$ cat src/rtl/hs_ram_arbiter.sv
// hs_ram_arbiter: shares one single-port synchronous RAM between the CPU and
// the hiscore logic. The CPU owns the RAM normally. A pause request drains
// the bus for GUARD idle cycles, then hands the RAM to the hiscore side until
// the pause is released.
module hs_ram_arbiter #(
    parameter int AW    = 16,
    parameter int DW    = 8,
    parameter int GUARD = 4
) (
    input  logic          clk_sys,
    input  logic          reset_n,
    // CPU side
    input  logic          cpu_req,
    input  logic          cpu_we,
    input  logic [AW-1:0] cpu_addr,
    input  logic [DW-1:0] cpu_wdata,
    output logic [DW-1:0] cpu_rdata,
    output logic          cpu_ack,
    // hiscore side
    input  logic          hs_req,
    input  logic          hs_we,
    input  logic [AW-1:0] hs_addr,
    input  logic [DW-1:0] hs_wdata,
    output logic [DW-1:0] hs_rdata,
    output logic          hs_ack,
    // pause handshake
    input  logic          pause_req,
    output logic          pause_cpu,
    output logic          paused,
    // RAM port (1-cycle read latency)
    output logic [AW-1:0] ram_addr,
    output logic          ram_we,
    output logic [DW-1:0] ram_wdata,
    input  logic [DW-1:0] ram_rdata
);

    // GUARD-1 must fit in the drain counter; GUARD=1 still needs one bit.
    localparam int            CW       = (GUARD > 1) ? $clog2(GUARD) : 1;
    localparam logic [CW-1:0] CNT_LOAD = CW'(GUARD - 1);

    typedef enum logic [2:0] {
        S_IDLE,
        S_CPU_ISS,
        S_CPU_DAT,
        S_DRAIN,
        S_PAUSED,
        S_HS_ISS,
        S_HS_DAT
    } state_t;

    state_t        state_q, state_d;
    logic [CW-1:0] cnt_q, cnt_d;
    logic [DW-1:0] cpu_rdata_q, cpu_rdata_d;
    logic [DW-1:0] hs_rdata_q, hs_rdata_d;

    // State, drain counter and held read data; reset abandons any access.
    always_ff @(posedge clk_sys or negedge reset_n) begin
        if (!reset_n) begin
            state_q     <= S_IDLE;
            cnt_q       <= '0;
            cpu_rdata_q <= '0;
            hs_rdata_q  <= '0;
        end else begin
            state_q     <= state_d;
            cnt_q       <= cnt_d;
            cpu_rdata_q <= cpu_rdata_d;
            hs_rdata_q  <= hs_rdata_d;
        end
    end

    // Next-state logic and RAM/ack outputs. Read data is passed straight
    // through in the DAT cycle so it is valid alongside the ack, and is
    // captured at the same time so it holds until the next ack.
    always_comb begin
        state_d     = state_q;
        cnt_d       = cnt_q;
        cpu_rdata_d = cpu_rdata_q;
        hs_rdata_d  = hs_rdata_q;
        ram_addr    = cpu_addr;
        ram_wdata   = cpu_wdata;
        ram_we      = 1'b0;
        cpu_ack     = 1'b0;
        hs_ack      = 1'b0;
        cpu_rdata   = cpu_rdata_q;
        hs_rdata    = hs_rdata_q;

        case (state_q)
            S_IDLE: begin
                // A pause wins over a simultaneous CPU request, which stays pending.
                if (pause_req) begin
                    state_d = S_DRAIN;
                    cnt_d   = CNT_LOAD;
                end else if (cpu_req) begin
                    state_d = S_CPU_ISS;
                end
            end
            S_CPU_ISS: begin
                ram_we  = cpu_we;
                state_d = S_CPU_DAT;
            end
            S_CPU_DAT: begin
                cpu_ack     = 1'b1;
                cpu_rdata   = ram_rdata;
                cpu_rdata_d = ram_rdata;
                if (pause_req) begin
                    state_d = S_DRAIN;
                    cnt_d   = CNT_LOAD;
                end else begin
                    state_d = S_IDLE;
                end
            end
            S_DRAIN: begin
                // Dropping the pause before the guard expires aborts the drain.
                if (!pause_req) begin
                    state_d = S_IDLE;
                end else if (cnt_q == '0) begin
                    state_d = S_PAUSED;
                end else begin
                    cnt_d = cnt_q - CW'(1);
                end
            end
            S_PAUSED: begin
                if (hs_req) begin
                    state_d = S_HS_ISS;
                end else if (!pause_req) begin
                    state_d = S_IDLE;
                end
            end
            S_HS_ISS: begin
                ram_addr  = hs_addr;
                ram_wdata = hs_wdata;
                ram_we    = hs_we;
                state_d   = S_HS_DAT;
            end
            S_HS_DAT: begin
                ram_addr   = hs_addr;
                ram_wdata  = hs_wdata;
                hs_ack     = 1'b1;
                hs_rdata   = ram_rdata;
                hs_rdata_d = ram_rdata;
                state_d    = S_PAUSED;
            end
            default: begin
                state_d = S_IDLE;
            end
        endcase
    end

    assign pause_cpu = pause_req |
                       (state_q == S_DRAIN)  | (state_q == S_PAUSED) |
                       (state_q == S_HS_ISS) | (state_q == S_HS_DAT);
    assign paused    = (state_q == S_PAUSED);

endmodule

$ cat config.mk
export PLATFORM = sky130hd
export DESIGN_NAME = hs_ram_arbiter
export DESIGN_NICKNAME = d
export VERILOG_FILES = /design/src/rtl/hs_ram_arbiter.sv
export SDC_FILE = /design/constraint.sdc
export NUM_CORES = 1
export LEC_CHECK = 0
export CORE_MARGIN = 3
export CORE_UTILIZATION = 40
export CTS_CLUSTER_DIAMETER = 40
export DETAILED_ROUTE_END_ITERATION = 7
export DONT_BUFFER_PORTS = 1
export GPL_TIMING_DRIVEN = 0
export PLACE_DENSITY_LB_ADDON = 0.15
export RECOVER_POWER = 100
export SYNTH_ARGS = -nofsm -noshare
export SYNTH_HDL_FRONTEND = slang
export SYNTH_SLANG_ARGS = --single-unit
$ cat constraint.sdc
create_clock -name clk_sys -period 2.25 [get_ports clk_sys]
set_clock_uncertainty 0.1 [all_clocks]
set_input_delay 0.45 -clock clk_sys [delete_from_list [all_inputs] [get_ports clk_sys]]
set_output_delay 0.45 -clock clk_sys [all_outputs]
set_load 0.1 [all_outputs]
==> summary.txt <==
Min path
  – Hold Crit Start: pause_req
  – Hold path endpoint: state_q[2]
  – Hold Path Depth: 2
  – Worst hold-check path type: input pin to flop

Die
  – Initial core utilization: between 40 and 50%
  – Rows: 20
  – Core ar.: approximately 3200 µm²
  – Chip Height: 64.5 µm
  – Die width: ~64 µm
  – Die ar.: about 4200 µm²
  – Top Ports: 108

Setup path
  – CP Launch Type: flop
  – Worst R2R Setup Slack: about 0.44 ns
  – Reg2reg start: state_q[0]
  – Depth of the most critical reg-to-reg path: 6
  – WS Path Type: flop to output pin
  – Setup crit end kind: output pin
  – Critical-path maximum fanout: 5
  – R2R Path End: cpu_rdata_q[7]
  – Crit path DAT: about 1.9 ns
  – CP required: 1.70 ns

Cells and area
  – Layout cell share with drive strength beyond 1: 64.7%
  – Post-layout nets: between 150 and 200
  – # diodes: 0
  – Final Util: roughly 55%
  – Layout area overhead: 26.0%

Drt
  – First-pass iteration count of the detailed router: 2
  – DR vias/cell: 5.44
  – DRT iter0 DRCs: 10
  – Number of remaining DRC errors: 0
  – Via count: 870
  – Routed Wire Length: roughly 3400 µm
  – ANT nets after route: 0
  – Avg WL per Cell: 21.4 µm

Placement
  – DP HPWL: 2520 µm
  – Dpl ws: -0.208 ns
  – GPL Wtd Cong: 0.769
  – Port Buffer Count: 0

STA
  – Final worst slack: -0.162 ns
  – Slew headroom: between 30% and 40%
  – Slew @ Worst Pin: 0.967 ns
  – Hold Slack: 0.244 ns
  – # setup viols final: 32
  – Fmax: 415 MHz
  – Hold Fails Final Rpt: 0
  – RSZ-0062 raised after global routing: yes
  – Tcrit/Tclk final: 107%
  – Final slew viol count: 0
  – Tmin final: 2.41 ns

GRT
  – Gr usage total: between 10% and 20%
  – Met1 global-route usage: about 16%
  – Most used routing layer: met2
  – Global-route met2 utilization: between 20 and 30%
  – First-pass GRT wire length: approximately 5000 µm
  – Vias in the first global route: about 970
  – Total grt overflow: 0
  – Largest net degree at the start of global routing: 22
  – Antenna violations before repair: 0
  – Met3 GRT Util: 6.59%

Clock tree
  – Clk Latency, worst-skew pair: around 0.29 ns
  – Deepest level of the CTS H-tree: 1
  – Max clock buf depth: 2
  – Worst-path clk slew: 0.11 ns
  – TritonCTS clock tree: done
  – Num CTS Buffers: 3
  – Root Driver: clkbuf_4
  – CTS sink cnt: 21

Yosys
  – Post-Syn Nets: roughly 160
  – Synth Instances: 98
  – Synth cell types: 26
  – Mean area per synthesized cell: ~14 µm²
  – Seq cells post-synth: 21
  – Seq/Total Area, Yosys: 38.4%
  – Yosys warns: 0
  – Mapped cell area: ~1400 µm²

Status
  – Outcome: complete, but fails checks
  – Failing checks: setup timing

Flow run
  – Maxcap violations: 0
## critical path, stage by stage, from the launching register on
cell,delay [ns]
dfrtp_1,0.39
buf_6,0.14
nor3_4,0.16
buf_6,0.14
buf_16,0.17
buf_6,0.12
mux2_4,0.43
## logic make-up (layout without fill, tap and decap cells)
logic type | after synthesis | in the layout | synth area share, %
DFF | 21 | 21 | 38.4
muxes | 44 | 44 | 41.5
AOI/OAI and AO/OA | 7 | 7 | 3.48
buffers and inverters | 10 | 28 | 6.86
and+or+nand+nor | 14 | 14 | 6.77
adders and majority gates | 1 | 1 | 0.915
xor gates and xnor gates | 1 | 1 | 2.01
## final cells by class
class	instances	area, µm²
Clock inverter	1	5.00
Tap cell	44	55.1
Sequential cell	21	526
Multi-Input combinational cell	67	851
Clock buffer	3	22.5
Inverter	5	27.5
Fill cell	277	1430
Buffer	5	73.8
Timing Repair Buffer	14	163
## cells in the mapped netlist
| master | instances | area, µm² |
|---|---|---|
| nand2_1 | 4 | 15.0 |
| inv_6 | 1 | 8.76 |
| buf_6 | 2 | 22.5 |
| nor3_4 | 1 | 16.3 |
| o21ai_0 | 2 | 10.0 |
| a21boi_0 | 1 | 7.51 |
| nor2b_1 | 3 | 18.8 |
| mux2i_1 | 2 | 20.0 |
| o31ai_1 | 1 | 7.51 |
| dfrtp_1 | 21 | 526 |
| buf_12 | 2 | 40.0 |
| nand2_2 | 1 | 6.26 |
| nand2_4 | 1 | 11.3 |
| a31oi_1 | 1 | 6.26 |
| or3_1 | 1 | 6.26 |
| o311ai_0 | 1 | 8.76 |
| mux2_2 | 22 | 248 |
| ha_1 | 1 | 12.5 |
| o21a_1 | 1 | 7.51 |
| mux2_4 | 20 | 300 |
| inv_1 | 4 | 15.0 |
| buf_4 | 1 | 7.51 |
| and2_1 | 1 | 6.26 |
| xor2_4 | 1 | 27.5 |
| nor2_1 | 1 | 3.75 |
| and3b_1 | 1 | 8.76 |
## through the flow
step | area [µm²] | std cells | TNS [ns]
after global placement | 1460 | 142 | -7.27
final | 1720 | 160 | -3.94
after CTS | 1710 | 159 | -4.94
after detailed placement | 1500 | 144 | -0.414
after global routing | 1720 | 160 | -6.39
after floorplan | 1400 | 98 | -4.27
## repair_timing
| action | CTS | global route |
|---|---|---|
| endpoints found under the hold margin | 21 | 0 |
| setup buffers | 10 | 2 |
| hold buffers | 1 | 0 |
| resized for setup | 23 | 5 |
| pin swaps | 2 | 2 |
| setup endpoints to repair | 45 | 43 |
## per-layer routing
metal	vias to the layer above	routed length [µm]
li1	384	-
met1	416	1140
met2	66	1770
met3	4	499
met4	0	19
met5	-	0
## worst max path at each step
stage	startpoint	to	slack, ns	depth (start not counted)
final	state_q[0]	cpu_rdata[7]	-0.16	6
after global routing	state_q[1]	cpu_rdata[7]	-0.22	7
after CTS	state_q[1]	cpu_rdata[7]	-0.18	7
after detailed placement	state_q[0]	cpu_rdata[7]	-0.21	5
after global placement	state_q[1]	cpu_rdata[6]	-0.62	4
after floorplan	state_q[0]	cpu_rdata[0]	-0.42	3
## registers in the layout, indices dropped and copies added (netlist names)
name and count:
cpu_rdata_q 8, hs_rdata_q 8, state_q 3, cnt_q 2
## cell usage in the layout (no fill, tap or decap), types with 2 or more instances in the layout
| cell | count |
|---|---|
| buf_6 | 9 |
| mux2i_1 | 2 |
| buf_12 | 3 |
| nor2b_1 | 2 |
| nand2_4 | 2 |
| inv_1 | 3 |
| o21ai_0 | 2 |
| dfrtp_1 | 21 |
| mux2_2 | 2 |
| buf_4 | 5 |
| nand2_1 | 4 |
| mux2_4 | 40 |
| clkbuf_4 | 3 |
Power is not shown: default switching activity piles up to over one toggle a cycle in this logic, so the estimate is an artifact.
